## src/rtl/pc_gen.sv

```systemverilog
// rtl/pc_gen.sv - fetch PC generator: BOOT/RUN/HALT FSM, redirect priority, optional return-address stack
// Build macro PC_GEN_RAS_EN compiles in the return-address stack.
module pc_gen #(
  parameter int               WIDTH        = 32,
  parameter int               STEP         = 4,
  parameter logic [WIDTH-1:0] RESET_VECTOR = '0,
  parameter int               RAS_DEPTH    = 4
) (
  input  logic             clk,
  input  logic             rst,
  input  logic             pc_ready,
  input  logic             stall,
  input  logic             br_taken,
  input  logic [WIDTH-1:0] br_target,
  input  logic             jump,
  input  logic [WIDTH-1:0] jump_target,
  input  logic             call,
  input  logic             ret,
  input  logic             halt,
  output logic [WIDTH-1:0] pc,
  output logic [WIDTH-1:0] pc_plus,
  output logic             pc_valid,
  output logic             ras_empty
);

  typedef enum logic [1:0] {BOOT, RUN, HALT} state_t;

  state_t           state_q, state_d;
  logic [WIDTH-1:0] pc_d;

  assign pc_plus  = pc + WIDTH'(STEP);
  assign pc_valid = (state_q == RUN);

`ifdef PC_GEN_RAS_EN
  localparam int PW = (RAS_DEPTH > 1) ? $clog2(RAS_DEPTH) : 1;

  logic [WIDTH-1:0] ras_mem [RAS_DEPTH];
  logic [PW-1:0]    sp;
  logic [PW:0]      count;
  logic             push, pop;

  assign ras_empty = (count == '0);
`else
  logic unused_ras;
  assign unused_ras = call ^ ret;
  assign ras_empty  = 1'b1;
`endif

  always_comb begin
    state_d = state_q;
    pc_d    = pc;
`ifdef PC_GEN_RAS_EN
    push    = 1'b0;
    pop     = 1'b0;
`endif
    case (state_q)
      BOOT: state_d = RUN;
      RUN: begin
        // halt still lets this cycle's pc update land before freezing
        if (halt) state_d = HALT;
        if (br_taken) begin
          pc_d = br_target;
        end else if (jump) begin
          pc_d = jump_target;
`ifdef PC_GEN_RAS_EN
          push = call;
`endif
        end
`ifdef PC_GEN_RAS_EN
        else if (ret && !ras_empty) begin
          pc_d = ras_mem[sp - 1'b1];
          pop  = 1'b1;
        end
`endif
        else if (pc_ready && !stall) begin
          pc_d = pc_plus;
        end
      end
      default: ;
    endcase
  end

  always_ff @(posedge clk or posedge rst) begin
    if (rst) begin
      state_q <= BOOT;
      pc      <= RESET_VECTOR;
    end else begin
      state_q <= state_d;
      pc      <= pc_d;
    end
  end

`ifdef PC_GEN_RAS_EN
  // Circular stack: a push when full lands on the oldest slot, count saturates.
  always_ff @(posedge clk or posedge rst) begin
    if (rst) begin
      sp    <= '0;
      count <= '0;
    end else if (push) begin
      sp <= sp + 1'b1;
      if (count != (PW+1)'(RAS_DEPTH)) count <= count + 1'b1;
    end else if (pop) begin
      sp    <= sp - 1'b1;
      count <= count - 1'b1;
    end
  end

  always_ff @(posedge clk) begin
    if (push) ras_mem[sp] <= pc_plus;
  end
`endif

endmodule
```

## config.mk

```make
export PLATFORM = sky130hd
export DESIGN_NAME = pc_gen
export DESIGN_NICKNAME = d
export VERILOG_FILES = /design/src/rtl/pc_gen.sv
export SDC_FILE = /design/constraint.sdc
export NUM_CORES = 1
export LEC_CHECK = 0
export ABC_CLOCK_PERIOD_IN_PS = 2100
export CORE_MARGIN = 5
export CORE_UTILIZATION = 35
export CTS_CLUSTER_DIAMETER = 60
export CTS_CLUSTER_SIZE = 30
export DETAILED_ROUTE_END_ITERATION = 8
export PLACE_DENSITY_LB_ADDON = 0.12
export SYNTH_ARGS = -nofsm -noshare
export SYNTH_HDL_FRONTEND = slang
export SYNTH_SLANG_ARGS = --single-unit
export TNS_END_PERCENT = 50
```

## constraint.sdc

```tcl
create_clock -name clk -period 2.1 [get_ports clk]
set_clock_uncertainty 0.15 [all_clocks]
set_input_delay 0.315 -clock clk [delete_from_list [all_inputs] [get_ports clk]]
set_output_delay 0.315 -clock clk [all_outputs]
set_load 0.03 [all_outputs]
```

==> run summary, run 1 <==
Full die area: 10400 µm²
Sequential share of the synthesized area: 0.289
Reg power frac: 0.274
Max incr delay on CP: 540 ps
Critical path class: reg -> out
Core Util, Final: 0.691
Failing checks: setup timing
CP cell instances: nand4_4, or4_4, or3_4, xnor2_4, buf_6
Area grow syn2layout: 92.7%
Total of max-cap violations: 0
Slowest cell on the critical path: or4_4
CTS Root Cell: clkbuf_8
Status: complete, but fails checks
Synth Instances: 372
Via density: 5.52
Final nets: 641
Met3 usage: 0.0510
First-pass iteration count of the detailed router: 5
Routed len/inst: 17.6 µm
Mapped Area: 2950 µm²
Max Clk Rate: 405 MHz
Synth unique cells: 54
P_int: 0.00188 W
Net Switching: 0.00134 W
Yosys warnings: 0
Period minus WS final: 2470 ps
Initial antenna violation count: 0
RSZ-0062 raised after global routing: yes
Initial Util: 0.359
Total GRT Usage: 0.231
Final Max Slew Viols: 0
Drt total wl: 11900 µm
Leak pwr: 2.17 nW
Core Footprint: 8220 µm²
Placed cell count: 651
DRT antenna net count: 0
H-tree depth: 2
Die width: 102 µm
Crit-path max FO: 4
Overflow after GRT: 0
Worst-Skew Late Latency: 290 ps
Setup TNS: -4470 ps
Commonest non-fill, non-tap cell in the layout: clkdlybuf4s50_1
Final HPWL from detailed placement: 9070 µm
Logic gate share of total power: 0.565
Register area: 876 µm²
Ys flop type: dfrtp_1
Clock buffer depth: 2
Crit path capture type: primary output
CP arrival: 2010 ps
Area occupied by multi-input gates: 2360 µm²
1st-iter DRT viols: 202
Hold Violations, Final: 0
# diodes: 0
# setup viols final: 23
DRC viols: 0
First-pass GRT wire length: 19000 µm
Via count: 3716
Fill cell count: 665
Number of synthesized flops with an enable pin: 0
Num rows: 33
Peak supply drop: 0.000478 V
Async S/R FF share, synth: 1.00
#FFs+latches synth: 34
Critical path required time: 1630 ps
Clk sinks: 34
CTS tree: yes
Layout cell share with drive strength beyond 1: 0.373
Clock network fraction of design power: 0.161
Post-Syn Area per Cell: 7.92 µm²
Clk slew on worst S/H paths: 70 ps
Min-Delay Path Class: in -> async
# IOs: 139
M2 GR Usage: 0.401
Met1 global-route usage: 0.281
Post-Layout Cell Count: 673
Tcrit/Tclk final: 1.18
Most frequent cells in the layout: clkdlybuf4s50_1 (103), buf_4 (88), nand2_1 (27)
Startpoint types: flip-flop
CTS Buf Count: 5
Final GP Congestion: 0.879
Sw Ratio: 0.415
Die Ht: 102 µm
Largest net degree at the start of global routing: 35
Syn nets: 446
PnR worst setup slack: -370 ps
Power consumption: 0.00322 W
# port buffers: 135
Power per cell area: 567 nW/µm²
Grt peak-use layer: met2
CTS Hold Bufs: 0
Vias in the first global route: 3946
worst max-delay path, delay by kind of cell, from the launching register on:
family	cells	cell delay [ps]
simple gates	3	1050
buf+inv	1	140
xor+xnor	1	140
flops	1	390
area by class of cell:
| type | instances | share of cell area |
|---|---|---|
| flip-flops and latches | 34 | 0.154 |
| clock inverters | 1 | 0.000881 |
| well taps | 105 | 0.0231 |
| inverters | 8 | 0.00529 |
| repair buffers | 230 | 0.386 |
| multi-input cells | 288 | 0.415 |
| clock buffers | 7 | 0.0152 |
routing by layer:
| metal | routed length (µm) | vias to the layer above |
|---|---|---|
| met4 | 213 | 0 |
| met2 | 5990 | 162 |
| met5 | 0 | - |
| met3 | 1010 | 18 |
| met1 | 4660 | 1756 |
| li1 | - | 1780 |
sequential cells by signal (all words and copies together) (netlist names):
signal   cells
state_q      2
pc          32
repair_timing:
item	in CTS	in global routing
setup endpoints to repair	27	27
pin swaps	13	5
buffers inserted	14	1
resized for setup	66	8
logic make-up after synthesis:
| family | Yosys count | share of synthesized area |
|---|---|---|
| flops | 34 | 0.289 |
| compound gates | 99 | 0.237 |
| other cells | 1 | 0.00127 |
| fa+ha+maj | 1 | 0.00424 |
| mux | 13 | 0.0441 |
| simple gates | 148 | 0.271 |
| buf+inv | 50 | 0.0764 |
| xor+xnor | 26 | 0.0773 |
power groups by stage:
stage               Sequential, W  Clock, W  Combinational, W
floorplan                 0.00108         0          0.000706
global placement         0.000871         0           0.00172
detailed placement       0.000878         0           0.00173
CTS                      0.000881  0.000533           0.00181
global route             0.000901  0.000551           0.00194
finish                   0.000884  0.000518           0.00182
stage by stage:
stage	setup slack [ps]	cell area [µm²]	hold WS [ps]
after floorplan	-314	3300	250
after global placement	-182	5200	295
after detailed placement	-195	5200	308
after CTS	-400	5650	292
after global routing	-426	5680	331
final	-370	5680	268
synthesized netlist by cell type, types with 13 or more instances:
library cell	count	area share
clkbuf_1	20	0.025
nand3_1	18	0.031
nand2_1	29	0.037
xnor2_1	15	0.045
nand4_1	16	0.034
nor4_1	13	0.028
a22o_1	13	0.039
o21ai_0	21	0.036
nor3_1	13	0.022
mux2i_1	13	0.044
nor2_1	20	0.025
dfrtp_1	34	0.29
worst paths after layout:
kind | from | endpoint | slack (ps) | cells past startpoint
worst max register to register | pc[13] | pc[23] | 130 | 6
worst min register to register | state_q[1] | state_q[1] | 320 | 1
worst min-delay path | rst | state_q[1] | 270 | 3
max in group asynchronous | rst | pc[8] | 1170 | 3
min in group clk | state_q[1] | state_q[1] | 320 | 1
worst max-delay path | pc[13] | pc_plus[31] | -370 | 5
Power figures use the tool's default switching activity.
==> run 2, diff against run 1 <==
--- a/config.mk
+++ b/config.mk
@@ -10,7 +10,7 @@
 export CORE_UTILIZATION = 35
 export CTS_CLUSTER_DIAMETER = 60
-export CTS_CLUSTER_SIZE = 30
 export DETAILED_ROUTE_END_ITERATION = 8
 export PLACE_DENSITY_LB_ADDON = 0.12
+export SLEW_MARGIN = 30
 export SYNTH_ARGS = -nofsm -noshare
 export SYNTH_HDL_FRONTEND = slang
--- a/constraint.sdc
+++ b/constraint.sdc
@@ -3,3 +3,3 @@
 set_input_delay 0.315 -clock clk [delete_from_list [all_inputs] [get_ports clk]]
 set_output_delay 0.315 -clock clk [all_outputs]
-set_load 0.03 [all_outputs]
+set_load 0.01 [all_outputs]
==> run summary, run 2 (synthesis gave the netlist of run 1 again) <==
CTS tree: yes
CTS Root Cell: clkbuf_8
Clock network fraction of design power: 0.193
Final HPWL from detailed placement: 9550 µm
P_int: 0.00197 W
Clk slew on worst S/H paths: 80 ps
Via density: 5.46
# diodes: 0
Core Footprint: 8220 µm²
# port buffers: 135
Power consumption: 0.00306 W
# IOs: 139
1st-iter DRT viols: 165
Die Ht: 102 µm
Slowest cell on the critical path: or4_4
Largest net degree at the start of global routing: 35
Crit-path max FO: 3
Buf+Inv Stages, Crit Path: 1
CTS Buf Count: 5
Initial Util: 0.359
Placed inst area: 5130 µm²
H-tree depth: 2
Net Switching: 0.00109 W
Register area: 853 µm²
CTS Hold Bufs: 0
Status: complete, but fails checks
Num rows: 33
Overflow after GRT: 0
Commonest non-fill, non-tap cell in the layout: clkdlybuf4s50_1
Final nets: 666
Layout cell share with drive strength beyond 1: 0.342
Regs by FF count: pc x32, state_q x2
DRT antenna net count: 0
Critical path required time: 1630 ps
# setup viols final: 25
Fill cell count: 693
Max Clk Rate: 407 MHz
Max incr delay on CP: 540 ps
First-pass iteration count of the detailed router: 4
Logic gate share of total power: 0.531
Hold Violations, Final: 0
PnR worst setup slack: -355 ps
CP arrival: 1990 ps
Clock buffer depth: 2
Final instance area: 5540 µm²
DRC viols: 0
Via count: 3810
Post-placement setup slack: -499 ps
Final GP Congestion: 0.938
Total of max-cap violations: 0
Min-Delay Path Class: in -> async
Die width: 102 µm
Full die area: 10400 µm²
Routed len/inst: 18.0 µm
Sw Ratio: 0.355
Initial antenna violation count: 0
Wl on met1: 5100 µm
Critical path class: reg -> out
Final Max Slew Viols: 0
Crit path capture type: primary output
CP delay by family, top: simple AND/OR/NAND/NOR gates
Worst-Skew Late Latency: 290 ps
Tcrit/Tclk final: 1.17
Vias in the first global route: 4060
Biggest register: pc
Most frequent cells in the layout: clkdlybuf4s50_1 (107), buf_4 (103), dfrtp_1 (32)
Power per cell area: 552 nW/µm²
Drt total wl: 12600 µm
Failing checks: setup timing
First-pass GRT wire length: 19700 µm
Peak supply drop: 0.000430 V
Area grow syn2layout: 88.1%
Top Layer Used: met4
Max FFs per register: 32
CP cell instances: nand4_4, or4_4, or3_4, xnor2_2, buf_2
Total met3 wirelength after detailed routing: 910 µm
Period minus WS final: 2450 ps
Startpoint types: flip-flop
Reg power frac: 0.275
Leak pwr: 2.26 nW
Met2 routed WL: 6420 µm
RSZ-0062 raised after global routing: yes
Total GRT Usage: 0.240
Area occupied by multi-input gates: 2170 µm²
Clk sinks: 34
[run 2: changes by cell type in the layout (fill, tap and decap cells not counted), moves of 6 or more]
cell	previous run	this run
buf_2	1	21
dfrtp_1	14	32
dfrtp_2	20	2
buf_4	88	103
buf_6	25	15
xnor2_1	3	10
xor2_1	4	11
buf_12	9	3
xnor2_4	7	1
[run 2: worst paths after layout]
| kind | startpoint | endpoint | slack [ps] | cells after the start |
|---|---|---|---|---|
| worst max-delay path | pc[12] | pc_plus[31] | -350 | 5 |
| worst min-delay path | rst | state_q[0] | 280 | 3 |
| worst max register to register | pc[12] | pc[23] | 80 | 6 |
| worst min register to register | state_q[1] | state_q[1] | 320 | 1 |
| max in group asynchronous | rst | pc[4] | 1140 | 3 |
| min in group clk | state_q[1] | state_q[1] | 320 | 1 |
[run 2: layout make-up]
class	count	share of cell area
inverters	8	0.00542
clock buffers	8	0.0199
flip-flops and latches	34	0.154
well taps	105	0.0237
multi-input cells	288	0.392
repair buffers	255	0.405
[run 2: timing repair]
item                       in CTS  in global routing
resized for setup             137                 29
setup endpoints to repair      29                 31
cloned                          0                  0
pin swaps                      13                 20
setup buffers                  10                  7
[run 2: per-stage QoR]
stage          std cells  TNS, ps  hold slack [ps]   util
2_1_floorplan        372     -529              250      -
3_3_place_gp         674    -8570              294  0.625
3_5_place_dp         674    -8980              307  0.625
4_1_cts              691    -5620              306  0.653
5_1_grt              698    -7450              350  0.675
6_report             698    -4700              280  0.675
[run 2: metal layers]
layer | track usage | up-vias
met5 | 0 | -
met4 | 0.0808 | 0
met3 | 0.0503 | 10
met2 | 0.420 | 156
met1 | 0.291 | 1811
li1 | - | 1833
[run 2: power groups by stage]
stage	clock network, W	registers [W]	logic (W)
floorplan	0	0.000917	0.000512
global placement	0	0.000843	0.00147
detailed placement	0	0.000848	0.00149
CTS	0.000601	0.000836	0.00155
global route	0.000625	0.000855	0.00174
finish	0.000592	0.000842	0.00163
[run 2: worst reg2reg max path: stages, from the launching register on]
cell and delay, ps:
dfrtp_1 400, nand4_4 120, buf_6 140, or4_4 500, buf_4 170, o311ai_0 280, nand3_1 130
==> patch: new RTL, config.mk and constraints of run 1 <==
Encoding of `state_t`: now one-hot (3 bits for 3 states).
--- a/src/rtl/pc_gen.sv
+++ b/src/rtl/pc_gen.sv
@@ -25,3 +25,3 @@
 
-  typedef enum logic [1:0] {BOOT, RUN, HALT} state_t;
+  typedef enum logic [2:0] {BOOT = 3'b001, RUN = 3'b010, HALT = 3'b100} state_t;
 
Function: same outputs for any inputs over 10 cycles, from zero or initial values and one cycle with rst high; not proved beyond that.
==> patch against run 1 <==
The flow still finishes with violations (setup timing). Cell area up 8.6%. Via count up 5.4%. Sequential cell count up 1. Worst setup slack worse by 0.0015 ns. Die area up 2.4%. Synthesized area up 2.7%. Routed wire length up 6.1%. Synthesized cell count down 0.54%. Worst hold slack better by 0.015 ns. Sequential share of layout area down 0.79 points. Power up 12%. Largest cell class unchanged.
==> patch: results (changes against run 1) <==
Run status
  – Status: finished, violations left
  – Failing checks: setup timing

Route
  – Average routed wire per standard cell: 17.8 um (+1.0%)
  – DRT iter0 DRCs: 219 (+8.4%)
  – Met3 routed wirelength: 805 um (-20%)
  – Total Wirelength: 12.6 mm (+6.1%)
  – Via density: 5.54 (+0.31%)
  – Met1 WL: 5.20 mm (+12%)
  – Met2 wire len: 6.46 mm (+7.8%)

Logic synthesis
  – Synth unique cells: 59 (+9.3%)
  – Syn Nets: 444 (-0.45%)
  – Synth area leaders: dfrtp_1 28%, xnor2_1 6.4%, mux2i_1 4.6%
  – Primary FF master, synth: dfrtp_1
  – Register area share after synthesis: 29.0% (+0.12 points)
  – Syn Area/Cell: 8.18 um2 (+3.2%)
  – Commonest cells in the synthesized netlist: 34 x dfrtp_1, 26 x nand2_1, 22 x xnor2_1

Layout
  – Top flop regs: pc: 32 flops, state_q: 3 flops
  – Fill count: 643 (-3.3%)
  – Layout cells sized above 1: 41.9% (+4.6 points)

Placement
  – GP Congestion: 0.872 (-0.75%)
  – Detailed Place HPWL: 9.25 mm (+2.0%)
  – Pre-CTS WS: -0.412 ns (-0.217 ns)
  – Placed Area: 0.00535 mm2 (+2.9%)
  – Cell total after placement: 673 (+3.4%)
  – Port buffer count: 135 (unchanged)

Clock tree
  – Skew-Pair Late Insertion Delay: 0.30 ns
  – Clk slew on worst S/H paths: 0.08 ns
  – Total CTS buffers: 5 (unchanged)
  – Max Root-Sink Buffers: 2 (unchanged)

GRT
  – First-pass GRT wire length: 19.6 mm (+3.5%)
  – Largest net degree at the start of global routing: 36 (+2.9%)
  – Initial antenna violation count: 0 (unchanged)
  – Total track usage: 23.6% (+0.45 points)
  – Vias in the first global route: 3954 (+0.20%)

Setup path
  – Critical path arrival: 2.01 ns (about the same)
  – Worst R2R Setup Slack: -0.19 ns (-0.32 ns)
  – Number of cells on the worst reg-to-reg path: 13 (+7)
  – CP top delay family: simple AND/OR/NAND/NOR gates
  – RR Endpoint: pc[24]$_DFFE_PP0P_
  – Critical path's largest stage delay: 0.56 ns (+0.02 ns)
  – Max FO, Critical Path: 4 (unchanged)
  – Slowest cell on the critical path: or4_4
  – Worst r2r src: pc[12]$_DFFE_PP0P_

Timing
  – Final worst setup slack: -0.372 ns (-0.00148 ns)
  – Setup violations, final: 26 (+13%)
  – Worst slew pin tran: 0.761 ns
  – Final hold slack: 0.283 ns (+0.0147 ns)

Pwr
  – Leakage Power: 2.53 nW (+16%)
  – Max IR drop VDD: 0.000552 V (+16%)

Worst hold path
  – Hold Crit Class: in -> async
[patch: cell types whose count changed after synthesis, sizes merged, moves of 4 or more]
cell / run 1 / this run
nor4: 13 / 9
buf: 22 / 11
nand3: 18 / 10
xor2: 11 / 4
and3: 10 / 5
a211oi: 2 / 6
a31oi: 6 / 2
inv: 7 / 19
or3: 5 / 12
xnor2: 15 / 22
o311ai: 2 / 12
o21ai: 21 / 16
[patch: final cells by class]
class,instances,share of cell area [%]
timing repair buffer,252,38.3
multi-input combinational,285,42.2
sequential,35,14.6
clock inverter,1,0.0812
clock buffer,7,1.40
tap,108,2.19
inverter,19,1.20
[patch: through the flow]
step	total power, mW	util, %	TNS [ns]
floorplan	1.94	-	-2.43
global placement	2.80	62.3	-4.48
detailed placement	2.82	62.3	-6.21
CTS	3.52	68.6	-6.08
global route	3.80	71.8	-7.69
finish	3.61	71.8	-5.95
[patch: report_power, final]
part           switching, mW  internal, mW
clock network          0.272         0.265
registers              0.132         0.785
logic                   1.15          1.01
total                   1.55          2.06
[patch: logic make-up (layout without fill, tap and decap cells)]
group | count (synthesis) | in the layout | share of synthesized area (%)
AO/OA/AOI/OAI | 104 | 104 | 25.3
XOR/XNOR | 26 | 26 | 7.52
adder cells (fa/ha/maj) | 1 | 1 | 0.413
buffers and inverters | 50 | 279 | 7.03
flip-flops | 35 | 35 | 29.0
multiplexers | 14 | 14 | 4.63
other | 1 | 1 | 0.124
AND/OR/NAND/NOR | 139 | 139 | 26.0
[patch: what timing repair did]
item                                   in CTS  in global routing
buffers inserted                           18                  8
gates resized for setup                    81                 41
endpoints found under the hold margin       0                  0
pin swaps                                  24                 22
hold buffers                                0                  0
setup endpoints to repair                  34                 48
[patch: how the worst max path moves through the flow]
stage / start / to / cells past startpoint / slack (ns)
2_1_floorplan: pc[9]$_DFFE_PP0P_ / pc_plus[23] / 5 / -0.25
3_3_place_gp: jump / pc[27]$_DFFE_PP0P_ / 5 / -0.31
3_5_place_dp: jump / pc[27]$_DFFE_PP0P_ / 5 / -0.41
4_1_cts: pc[11]$_DFFE_PP0P_ / pc_plus[23] / 5 / -0.39
5_1_grt: pc[12]$_DFFE_PP0P_ / pc_plus[25] / 6 / -0.44
6_report: pc[12]$_DFFE_PP0P_ / pc_plus[23] / 5 / -0.37
[patch: per-layer routing]
metal  global-route usage, %  vias up
met3                    4.06       12
met5                       0        -
met1                    29.5     1906
li1                        -     1861
met2                    42.4      137
met4                    5.18        0
[patch: worst register-to-register path, cell delays in order (launching register included)]
cell,delay (ns)
dfrtp_2,0.43
buf_4,0.15
and4_4,0.19
nand4_1,0.08
buf_6,0.13
buf_6,0.11
nor2_4,0.04
buf_4,0.12
buf_4,0.12
buf_4,0.12
buf_4,0.12
buf_4,0.12
buf_4,0.13
o311ai_4,0.20
